`config.mk`:
```
export PLATFORM = sky130hd
export DESIGN_NAME = gemm_cmd_decoder
export DESIGN_NICKNAME = d
export VERILOG_FILES = /design/src/rtl/gemm_cmd_decoder.sv
export SDC_FILE = /design/constraint.sdc
export NUM_CORES = 1
export LEC_CHECK = 0
export CAP_MARGIN = 20
export CELL_PAD_IN_SITES_DETAIL_PLACEMENT = 1
export CELL_PAD_IN_SITES_GLOBAL_PLACEMENT = 2
export CORE_ASPECT_RATIO = 1.2
export CORE_MARGIN = 8
export CORE_UTILIZATION = 31
export DETAILED_ROUTE_END_ITERATION = 6
export GPL_TIMING_DRIVEN = 0
export PLACE_DENSITY_LB_ADDON = 0.2
export SETUP_SLACK_MARGIN = 0.02
export SYNTH_ARGS = -nofsm -noshare
export SYNTH_HDL_FRONTEND = slang
export SYNTH_SLANG_ARGS = --single-unit
```
`constraint.sdc`:
```
create_clock -name i_clk -period 3.65 [get_ports i_clk]
set_input_delay 0.5475 -clock i_clk [delete_from_list [all_inputs] [get_ports i_clk]]
set_output_delay 0.5475 -clock i_clk [all_outputs]
set_load 0.005 [all_outputs]
```
`src/rtl/gemm_cmd_decoder.sv`:
```
// ---------------------------------------------------------------------------
// gemm_cmd_decoder
//
// Parses the 32-bit command word stream coming out of the command FIFO and
// hands one decoded command (op, id, len, up to three payload words) to the
// master controller dispatch logic per valid/ready transfer. Malformed
// headers are reported on the error port, their payload words are drained
// from the FIFO, and they are never issued.
//
// Optional feature macro: GEMM_CMD_DEC_ID_CHECK_EN
//   When defined, the id of every issued command is compared against the id
//   of the previously issued command + 1 (mod 256). A mismatch raises error
//   code 3 in the cycle o_cmd_valid rises; the command is still issued.
//
// Ports
//   i_clk          clock, rising edge
//   i_reset_n      asynchronous active-low reset
//   i_word_data    command word from the FIFO
//   i_word_valid   FIFO word valid
//   o_word_ready   word accepted when valid & ready
//   o_cmd_valid    decoded command valid
//   i_cmd_ready    consumer accepts the command
//   o_cmd_op       header[7:0]
//   o_cmd_id       header[15:8]
//   o_cmd_len      header[23:16], payload length in bytes
//   o_cmd_payload  word1 in [31:0], word2 in [63:32], word3 in [95:64]
//   o_err_valid    1-cycle pulse: malformed command dropped / id error
//   o_err_code     1 unknown op, 2 len mismatch, 3 id sequence
//   o_err_cnt      saturating count of o_err_valid pulses
//   o_busy         parser is inside a command (not waiting for a header)
// ---------------------------------------------------------------------------
module gemm_cmd_decoder #(
    parameter int WORD_W    = 32,
    parameter int MAX_PLD_W = 3,
    parameter int ERR_CNT_W = 16
) (
    input  logic                          i_clk,
    input  logic                          i_reset_n,
    input  logic [WORD_W-1:0]             i_word_data,
    input  logic                          i_word_valid,
    output logic                          o_word_ready,
    output logic                          o_cmd_valid,
    input  logic                          i_cmd_ready,
    output logic [7:0]                    o_cmd_op,
    output logic [7:0]                    o_cmd_id,
    output logic [7:0]                    o_cmd_len,
    output logic [MAX_PLD_W*WORD_W-1:0]   o_cmd_payload,
    output logic                          o_err_valid,
    output logic [1:0]                    o_err_code,
    output logic [ERR_CNT_W-1:0]          o_err_cnt,
    output logic                          o_busy
);

    // A bad header may announce up to ceil(255/4) = 64 words to drain.
    localparam int CNT_W = 7;
    localparam int IDX_W = (MAX_PLD_W > 1) ? $clog2(MAX_PLD_W) : 1;

    typedef enum logic [1:0] {
        S_HDR   = 2'd0,
        S_PLD   = 2'd1,
        S_ISSUE = 2'd2,
        S_DRAIN = 2'd3
    } state_t;

    state_t             state;
    logic [CNT_W-1:0]   word_cnt;
    logic [IDX_W-1:0]   pld_idx;
    logic               accept;
    logic [7:0]         hdr_op;
    logic [7:0]         hdr_id;
    logic [7:0]         hdr_len;
    logic [CNT_W-1:0]   hdr_words;

`ifdef GEMM_CMD_DEC_ID_CHECK_EN
    logic [7:0]         exp_id;
    logic               id_seen;
`endif

    function automatic logic op_known(input logic [7:0] op);
        case (op)
            8'hF0, 8'hF1, 8'hF2, 8'hF3, 8'hF4: return 1'b1;
            default:                           return 1'b0;
        endcase
    endfunction

    function automatic logic [7:0] exp_len(input logic [7:0] op);
        case (op)
            8'hF0, 8'hF1, 8'hF2: return 8'd12;
            8'hF3, 8'hF4:        return 8'd4;
            default:             return 8'd0;
        endcase
    endfunction

    // ceil(len / 4) payload words
    function automatic logic [CNT_W-1:0] len_words(input logic [7:0] len);
        logic [8:0] t;
        t = {1'b0, len} + 9'd3;
        return t[8:2];
    endfunction

    function automatic logic [ERR_CNT_W-1:0] sat_inc(input logic [ERR_CNT_W-1:0] v);
        return (v == '1) ? v : v + 1'b1;
    endfunction

    assign accept    = i_word_valid & o_word_ready;
    assign hdr_op    = i_word_data[7:0];
    assign hdr_id    = i_word_data[15:8];
    assign hdr_len   = i_word_data[23:16];
    assign hdr_words = len_words(hdr_len);

    always_ff @(posedge i_clk or negedge i_reset_n) begin
        if (!i_reset_n) begin
            state         <= S_HDR;
            word_cnt      <= '0;
            pld_idx       <= '0;
            o_word_ready  <= 1'b0;
            o_cmd_valid   <= 1'b0;
            o_cmd_op      <= '0;
            o_cmd_id      <= '0;
            o_cmd_len     <= '0;
            o_cmd_payload <= '0;
            o_err_valid   <= 1'b0;
            o_err_code    <= '0;
            o_err_cnt     <= '0;
            o_busy        <= 1'b0;
`ifdef GEMM_CMD_DEC_ID_CHECK_EN
            exp_id        <= '0;
            id_seen       <= 1'b0;
`endif
        end else begin
            o_err_valid <= 1'b0;
            case (state)
                S_HDR: begin
                    // Ready rises here the first cycle after reset as well.
                    o_word_ready <= 1'b1;
                    if (accept) begin
                        o_cmd_op      <= hdr_op;
                        o_cmd_id      <= hdr_id;
                        o_cmd_len     <= hdr_len;
                        o_cmd_payload <= '0;
                        pld_idx       <= '0;
                        word_cnt      <= hdr_words;
                        if (op_known(hdr_op) && hdr_len == exp_len(hdr_op)) begin
                            state  <= S_PLD;
                            o_busy <= 1'b1;
                        end else begin
                            o_err_valid <= 1'b1;
                            o_err_code  <= op_known(hdr_op) ? 2'd2 : 2'd1;
                            o_err_cnt   <= sat_inc(o_err_cnt);
                            // A zero-length bad header has nothing to drain.
                            if (hdr_words != '0) begin
                                state  <= S_DRAIN;
                                o_busy <= 1'b1;
                            end
                        end
                    end
                end

                S_PLD: begin
                    if (accept) begin
                        for (int k = 0; k < MAX_PLD_W; k++) begin
                            if (int'(pld_idx) == k) begin
                                o_cmd_payload[k*WORD_W +: WORD_W] <= i_word_data;
                            end
                        end
                        pld_idx  <= pld_idx + 1'b1;
                        word_cnt <= word_cnt - 1'b1;
                        if (word_cnt == CNT_W'(1)) begin
                            state        <= S_ISSUE;
                            o_cmd_valid  <= 1'b1;
                            o_word_ready <= 1'b0;
`ifdef GEMM_CMD_DEC_ID_CHECK_EN
                            if (id_seen && o_cmd_id != exp_id) begin
                                o_err_valid <= 1'b1;
                                o_err_code  <= 2'd3;
                                o_err_cnt   <= sat_inc(o_err_cnt);
                            end
                            exp_id  <= o_cmd_id + 8'd1;
                            id_seen <= 1'b1;
`endif
                        end
                    end
                end

                S_ISSUE: begin
                    // Outputs stay frozen until the consumer takes the command.
                    if (i_cmd_ready) begin
                        o_cmd_valid  <= 1'b0;
                        o_word_ready <= 1'b1;
                        o_busy       <= 1'b0;
                        state        <= S_HDR;
                    end
                end

                S_DRAIN: begin
                    if (accept) begin
                        word_cnt <= word_cnt - 1'b1;
                        if (word_cnt == CNT_W'(1)) begin
                            state  <= S_HDR;
                            o_busy <= 1'b0;
                        end
                    end
                end

                default: begin
                    state <= S_HDR;
                end
            endcase
        end
    end

endmodule

```
==> Word-level counts from Yosys, hierarchy flattened <==
Cells that the tools add are included.
{ "totals": {"register_bits": 153, "inputBits": 36, "out_inout_bits": 142, "elab_cells": 117} }
{ "op_classes": {"add_sub_neg": 4, "eq_ne": 24, "mux": 46, "n_bitwise": 3, "n_reduce_logical": 25} }
{ "op_table": {"columns": ["operator", "count"], "rows": [
  ["$mux W96", 2],
  ["$pmux W96 S2", 1],
  ["$mux W32", 3],
  ["$eq A8 B8 Y1 const B", 5],
  ["$reduce_and A4 Y1", 6],
  ["$mux W2", 11],
  ["$mux W1", 18],
  ["$ne A2 B2 Y1 const B", 9],
  ["$add A16 B1 Y16 const B", 1],
  ["$eq A16 B16 Y1 const B", 1],
  ["$mux W8", 2],
  ["$mux W7", 2],
  ["$pmux W7 S2", 1],
  ["$add A8 B2 Y9 const B", 1],
  ["$reduce_and A3 Y1", 3],
  ["$eq A2 B2 Y1 const B", 4],
  ["$eq A8 B8 Y1", 1],
  ["$pmux W2 S4", 1],
  ["$pmux W4 S2", 1],
  ["$eq A7 B1 Y1 const B", 1],
  ["$reduce_and A7 Y1", 1],
  ["$reduce_bool A7 Y1", 1],
  ["$sub A7 B1 Y7 const B", 1],
  ["$pmux W1 S3", 2],
  ["other kinds (17)", 23]
]} }

==> Depth between registers and ports, before layout <==
Gate-level depths: netlist of run 1.
{ "depth": {"word_depth": 11, "depth_mapped": 8, "mapped_depth_nobuf": 7} }

==> Least setup slack after synthesis of run 1 <==
No wires, ideal clock.
{ "synth_path": {"path_kind": "input to register", "from": "in i_word_data[21]", "to": "reg o_err_cnt[10]", "setup_ns": 0.138, "arrival_ns": 2.005, "required_time_ns": 3.512, "path_slack_ns": 1.506, "stages": 7, "path_buffers": 2, "path_cell_list": "buf_6 -> or4_4 -> nor4b_2 -> o2111a_2 -> buf_4 -> nor4_1 -> xor2_1"} }
{ "synth_via": {"elab_chain_len": 4} }
{ "synth_rtl": {"columns": ["element", "line_no", "rtl"], "rows": [
  ["from (decl)", "39", "input logic [WORD_W-1:0] i_word_data,"],
  ["$eq A8 B8 Y1", "143", "if (op_known(hdr_op) && hdr_len == exp_len(hdr_op)) begin"],
  ["$logic_and A1 B1 Y1", "143", null],
  ["$not A1 Y1 (no line)", null, null],
  ["$reduce_and A4 Y1 (no line)", null, null],
  ["to (signal assigned)", "149", "o_err_cnt <= sat_inc(o_err_cnt);"],
  ["to (decl)", "50", "output logic [ERR_CNT_W-1:0] o_err_cnt,"]
]} }
Every way passes these cells.
A chain may end at the register's enable or synchronous reset.

==> Worst setup path in the final report of run 1 <==
{ "layout_path": {"from": "reg state[0]", "to": "reg o_cmd_len[3]"} }
{ "layout_via": {"elab_chain_len": 2} }
{ "layout_rtl": {"columns": ["element", "line_no", "rtl"], "rows": [
  ["from (decl)", "65", "state_t state;"],
  ["from (signal assigned)", "113", "state <= S_HDR;"],
  ["from (signal assigned)", "144", "state <= S_PLD;"],
  ["from (signal assigned)", "152", "state <= S_DRAIN;"],
  ["$logic_not A2 Y1", "132", "case (state)"],
  ["$reduce_and A2 Y1 (no line)", null, null],
  ["to (signal assigned)", "139", "o_cmd_len <= hdr_len;"],
  ["to (decl)", "46", "output logic [7:0] o_cmd_len,"]
]} }
Every way passes these cells.

==> results.json, run 1 <==
{
  "power_density_nw_per_um2": 866.0,
  "finalHoldViolCount": 0,
  "drive_above_1_share_pct": 5.505,
  "relSlewSlack_pct": 38.79,
  "syn_inst": 665,
  "yosys.area.top_type": "dfrtp_1",
  "finalNetCount": 901,
  "worstMarginPinSlew_ns": 0.9131,
  "ys_async_sr_fraction_pct": 100.0,
  "grt_pass1_wl_um": 35540,
  "cts.sinks": 153,
  "antenna_left": 0,
  "slowest_stage": "clkbuf_1",
  "clk-insertion-delay-late_ns": 0.42,
  "synth_edf_count": 0,
  "h-tree-depth": 4,
  "cts_buffers": 17,
  "fill_cells": 2300,
  "worst_path_most_repeated_cell": "nand2_1",
  "fin_area_um2": 9014,
  "gp_congestion": 0.8644,
  "vias": 5541,
  "netlist_top_cells_area": "dfrtp_1, nand2_1, o21ai_0, xor2_1, clkbuf_1",
  "synth_nets": 707,
  "endpoint": "o_cmd_len[3]",
  "ctsLongestPathBuffers": 2,
  "cell_internal_pwr_mw": 4.894,
  "seq_area_um2": 3829,
  "dieWidth_um": 146.6,
  "fin_crit_ns": 2.529,
  "initial_core_util_pct": 31.44,
  "area_delta_synth_final_pct": 42.03,
  "fin_skew_ns": 0.009951,
  "p_seq_share_pct": 36.4,
  "setup_violations": 0,
  "hp-class": "input port to async pin",
  "drt_iter0_drc": 176,
  "worstSetupStartpointType": "flip-flop",
  "std_cell_rows": 57,
  "firstDrtPassIters": 5,
  "crit_path_max_incr_delay_ns": 0.58,
  "yosysUniqueCellTypes": 44,
  "dpl-instance-area_um2": 8453,
  "cp_top_family": "buffers and inverters",
  "ios": 178,
  "run_status": "complete, no violations",
  "cts.clk_slew.worst_paths_ns": 0.07,
  "multiInputGateArea_um2": 2328,
  "final_common_cell": "nand2_1",
  "overflow": 0,
  "crit_start": "state[0]",
  "die_y_um": 172.7,
  "seq_area_frac_synth_pct": 60.33,
  "vias_per_cell": 4.869,
  "core_area_um2": 20180,
  "tritoncts": "built",
  "antenna_found_initial": 1,
  "post_cts_buffers": 0,
  "ys.flop_type": "dfrtp_1",
  "cp_num_cells": 8,
  "cp.buffers_inverters": 5,
  "avgRoutedWirePerCell_um": 19.32,
  "clkPwrFrac_pct": 21.7,
  "rsz0062_at_grt": "false",
  "cts_resized": 0,
  "switching_power_mw": 2.912,
  "crit_chain": "clkbuf_1, inv_1, buf_2, nand2_1, clkbuf_1, buf_1, nand2_1, nand2_1",
  "cp.arrival_ns": 2.88,
  "final_cell_mix": "nand2_1, clkdlybuf4s50_1, dfrtp_1, o21ai_0, clkbuf_1",
  "cap_viol_max_count": 0,
  "root_buffer": "clkbuf_16",
  "critPathRequiredTime_ns": 4.00,
  "ys_warn_count": 0,
  "cp-end-kind": "flip-flop",
  "swShare_pct": 37.30,
  "drv_slew": 0,
  "cp_max_fo": 10,
  "worstReg2RegEnd": "o_cmd_len[3]",
  "p_comb_share_pct": 41.9,
  "yosysTopAreaCellShare_pct": 60.33,
  "rrSetupSlack_ns": 1.12,
  "leakagePower_nw": 4.042,
  "totalWireLength_um": 21990,
  "ys_ff_latch": 153,
  "ctsHoldBuffers": 0,
  "irDropWorstVdd_mv": 0.3174,
  "grt_pass1_vias": 6234,
  "post-route-period-util_pct": 69.29,
  "fin_setup_tns_ns": 0,
  "max_freq_ghz": 0.3954,
  "grt_start_max_net_pins": 78,
  "syn_area_um2": 6346,
  "grt_usage_pct": 17.79,
  "reg2reg_from": "state[0]",
  "path_class": "flip-flop to flip-flop",
  "r2r_cells": 8,
  "synth_area_per_cell_um2": 9.543,
  "dp_hpwl_um": 16490,
  "drc": 0,
  "fp.dieArea_um2": 25320,
  "portBuffers": 174
}
-- power groups by stage --
stage / sequential, mW / clock (mW) / combinational, mW
after floorplan: 2.84 / 0 / 1.26
after global placement: 2.85 / 0 / 3.23
after detailed placement: 2.88 / 0 / 3.34
after CTS: 2.85 / 1.74 / 3.36
after global routing: 2.94 / 1.80 / 3.67
final: 2.84 / 1.69 / 3.27
-- state kept, by name, indices dropped and copies added, names as in the netlist, 2 cells and up --
signal	flops
word_cnt	7
o_cmd_id	8
o_err_cnt	16
o_err_code	2
o_cmd_payload	96
state	2
o_cmd_op	8
pld_idx	2
o_cmd_len	8
-- worst reg2reg max path, delay by kind of cell, from the launching register on --
| family | cells | cell delay, ns |
|---|---|---|
| DFF | 1 | 0.32 |
| buffers and inverters | 5 | 1.68 |
| and+or+nand+nor | 3 | 0.47 |
-- synth_stat cells, types with 5 or more instances --
library cell  instances
nor4_1               11
inv_1                 8
xor2_1               16
buf_2                 5
nor3_1                8
o21ai_0             109
a21oi_1              12
nand3_1               9
nand2_1             215
and3_1                6
nor2_1               13
clkbuf_1             30
nand4_1              10
dfrtp_1             153
ha_1                  6
-- metal layers --
layer  part of all wire, %  routed length, um  track usage [%]
met5                     0                  0                0
met4                   1.3                282            5.591
met3                   5.7               1245            5.328
met2                    50              11080            30.38
met1                    43               9388            20.96
-- worst min-delay path by stage --
| stage | from | to | slack [ns] |
|---|---|---|---|
| after detailed placement | o_cmd_id[1] | o_cmd_id[1] | 0.47 |
| after global routing | i_reset_n | o_cmd_payload[91] | 0.20 |
| final | i_reset_n | o_cmd_payload[91] | 0.14 |
| after global placement | o_cmd_len[5] | o_cmd_len[5] | 0.46 |
| after CTS | i_reset_n | o_cmd_payload[91] | 0.19 |
| after floorplan | i_reset_n | o_busy | 0.25 |
-- logic make-up after synthesis --
family	after synthesis	share of synthesized area, %
fa+ha+maj	6	1.183
flops	153	60.33
mux	4	0.7887
simple gates	290	19.62
compound gates	145	12.26
xor+xnor	20	2.760
buf+inv	47	3.056
-- stage by stage --
stage	power (mW)	util, %	hold WS [ns]	std cells	setup WS (ns)
detailed placement	6.217	41.88	0.4656	1105	0.6616
CTS	7.955	44.65	0.1853	1137	1.039
global route	8.409	44.66	0.1960	1138	0.8681
floorplan	4.106	-	0.2519	665	1.507
global placement	6.082	41.71	0.4615	1104	-4.319
finish	7.806	44.66	0.1398	1138	1.121
-- area by class of cell --
class / count / share of cell area, %
sequential: 153 / 42.48
buffer: 39 / 1.818
antenna: 1 / 0.02776
multi-input combinational: 465 / 25.83
clock inverter: 14 / 1.430
inverter: 8 / 0.3331
tap: 265 / 3.679
clock buffer: 18 / 4.761
timing repair buffer: 175 / 19.64
Power figures use the tool's default switching activity.
==> inputs of run 2 (changes only) <==
--- a/config.mk
+++ b/config.mk
@@ -10,7 +10,7 @@
 export CELL_PAD_IN_SITES_GLOBAL_PLACEMENT = 2
 export CORE_ASPECT_RATIO = 1.2
 export CORE_MARGIN = 8
-export CORE_UTILIZATION = 31
+export CORE_UTILIZATION = 29
 export DETAILED_ROUTE_END_ITERATION = 6
 export GPL_TIMING_DRIVEN = 0
 export PLACE_DENSITY_LB_ADDON = 0.2
==> constraint.sdc (replaced) <==
create_clock -name i_clk -period 2.55 [get_ports i_clk]
set_input_delay 0.3825 -clock i_clk [delete_from_list [all_inputs] [get_ports i_clk]]
set_output_delay 0.3825 -clock i_clk [all_outputs]
set_load 0.005 [all_outputs]
==> results.json, run 2 (same netlist as run 1, synthesis figures left out) <==
{
  "run_status": "complete, no violations",
  "h-tree-depth": 4,
  "cts.sinks": 153,
  "ios": 178,
  "overflow": 0,
  "antenna_left": 0,
  "drv_slew": 0,
  "grt_usage_pct": 17.02,
  "rsz0062_at_grt": "true",
  "met2_usage_pct": 28.76,
  "worstMarginPinSlew_ns": 0.9322,
  "core_area_um2": 21560,
  "vias": 5562,
  "cp-end-kind": "flip-flop",
  "top_register": "o_cmd_payload",
  "finalHoldViolCount": 0,
  "cap_viol_max_count": 0,
  "root_buffer": "clkbuf_16",
  "finalNetCount": 902,
  "multiInputGateArea_um2": 2336,
  "firstDrtPassIters": 5,
  "dp_slack_ns": -0.2079,
  "max_freq_ghz": 0.4284,
  "seq_area_um2": 3829,
  "post_cts_buffers": 0,
  "leakagePower_nw": 4.081,
  "cp_max_fo": 10,
  "worstSetupStartpointType": "input port",
  "drt_iter0_drc": 128,
  "std_cell_rows": 59,
  "tritoncts": "built",
  "power_density_nw_per_um2": 1241,
  "gp_congestion": 0.7895,
  "largest_register_ffs": 96,
  "setup_violations": 0,
  "power_mw": 11.25,
  "fin_crit_ns": 2.334,
  "holdWs_ns": 0.2258,
  "cts_buffers": 17,
  "final_common_cell": "nand2_1",
  "ctsLongestPathBuffers": 2,
  "die_y_um": 178.1,
  "cp.buffers_inverters": 2,
  "worst_slack_ns": 0.2158,
  "diodes": 0,
  "portBuffers": 174,
  "fin_skew_ns": 0.01214,
  "largestRegisters": "o_cmd_payload (96), o_err_cnt (16)",
  "crit_chain": "clkdlybuf4s50_1, or4_4, nor4b_2, o2111a_2, buf_4, nor4_1, xor2_1",
  "fp.dieArea_um2": 26890,
  "final_cell_mix": "nand2_1, clkdlybuf4s50_1, dfrtp_1, o21ai_0, clkbuf_1",
  "drive_above_1_share_pct": 6.300,
  "stdcell_count": 1147,
  "met3_usage_pct": 4.721,
  "dieWidth_um": 151.0,
  "cp_top_family": "simple AND/OR/NAND/NOR gates",
  "clk-insertion-delay-late_ns": 0.43,
  "drc": 0,
  "irDropWorstVdd_mv": 0.4588,
  "fin_area_um2": 9067,
  "post-route-period-util_pct": 91.54,
  "totalWireLength_um": 22360,
  "hp-class": "input port to flip-flop",
  "use_met1_pct": 20.16,
  "cp.arrival_ns": 2.62,
  "slowest_stage": "or4_4",
  "crit_path_max_incr_delay_ns": 0.62,
  "avgRoutedWirePerCell_um": 19.49,
  "dp_hpwl_um": 16580,
  "grt_pass1_vias": 6210,
  "initial_core_util_pct": 29.44,
  "post-place-cells": 1114,
  "grt_pass1_wl_um": 35380,
  "dpl-instance-area_um2": 8464,
  "grt_start_max_net_pins": 86,
  "critPathRequiredTime_ns": 2.84,
  "area_delta_synth_final_pct": 42.88,
  "antenna_found_initial": 0,
  "relSlewSlack_pct": 37.51,
  "vias_per_cell": 4.849,
  "top_usage_layer": "met2",
  "cts.clk_slew.worst_paths_ns": 0.07,
  "fill_cells": 2481,
  "path_class": "input port to flip-flop"
}
-- run 2: cell types whose count changed in the layout (fill, tap and decap cells not counted), sizes merged --
cell         previous run  this run
dlygate4sd3             0         1
clkinv                  2         3
diode                   1         0
inv                    17        19
clkinvlp                3         0
-- run 2: final timing paths --
path / start / cells after the start / slack [ns] / end
worst min register to register: o_cmd_payload[77] / 2 / 0.48 / o_cmd_payload[77]
max in group asynchronous: i_reset_n / 3 / 1.13 / o_cmd_op[3]
worst max-delay path: i_word_data[22] / 7 / 0.22 / o_err_cnt[11]
worst max register to register: state[0] / 7 / 0.27 / o_cmd_payload[74]
min in group asynchronous: i_reset_n / 2 / 0.54 / o_cmd_payload[58]
worst min-delay path: i_word_data[21] / 3 / 0.23 / o_cmd_len[5]
-- run 2: layout make-up --
| type | count | area share (%) |
|---|---|---|
| timing repair buffer | 176 | 19.64 |
| clock inverter | 14 | 1.656 |
| buffer | 39 | 1.877 |
| sequential | 153 | 42.22 |
| inverter | 8 | 0.3312 |
| multi-input combinational | 465 | 25.76 |
| tap | 274 | 3.781 |
| clock buffer | 18 | 4.733 |
-- run 2: power breakdown --
part | total [mW] | internal [mW] | switching, mW
clock network | 2.48 | 1.32 | 1.17
registers | 4.07 | 3.44 | 0.638
logic | 4.69 | 2.29 | 2.40
-- run 2: what timing repair did --
item / in CTS / in global routing
endpoints found under the hold margin: 2 / 0
hold buffers: 1 / 0
gates resized for setup: 3 / 8
setup endpoints to repair: 18 / 82
-- run 2: routing by layer --
metal | up-vias | share of wire, %
met3 | 25 | 6.5
met1 | 2774 | 42
met2 | 142 | 50
met4 | 0 | 2.2
met5 | - | 0
li1 | 2621 | -
-- run 2: stage by stage --
step                      util (%)  setup TNS, ns
after floorplan                  -              0
after global placement       39.11        -817.40
after detailed placement     39.27         -5.730
after CTS                    42.04              0
after global routing         42.07              0
final                        42.07              0
-- run 2: tightest hold or removal path, stage by stage --
cell and delay (ns):
buf_6 0.11, nand2_1 0.06, nand2_1 0.06
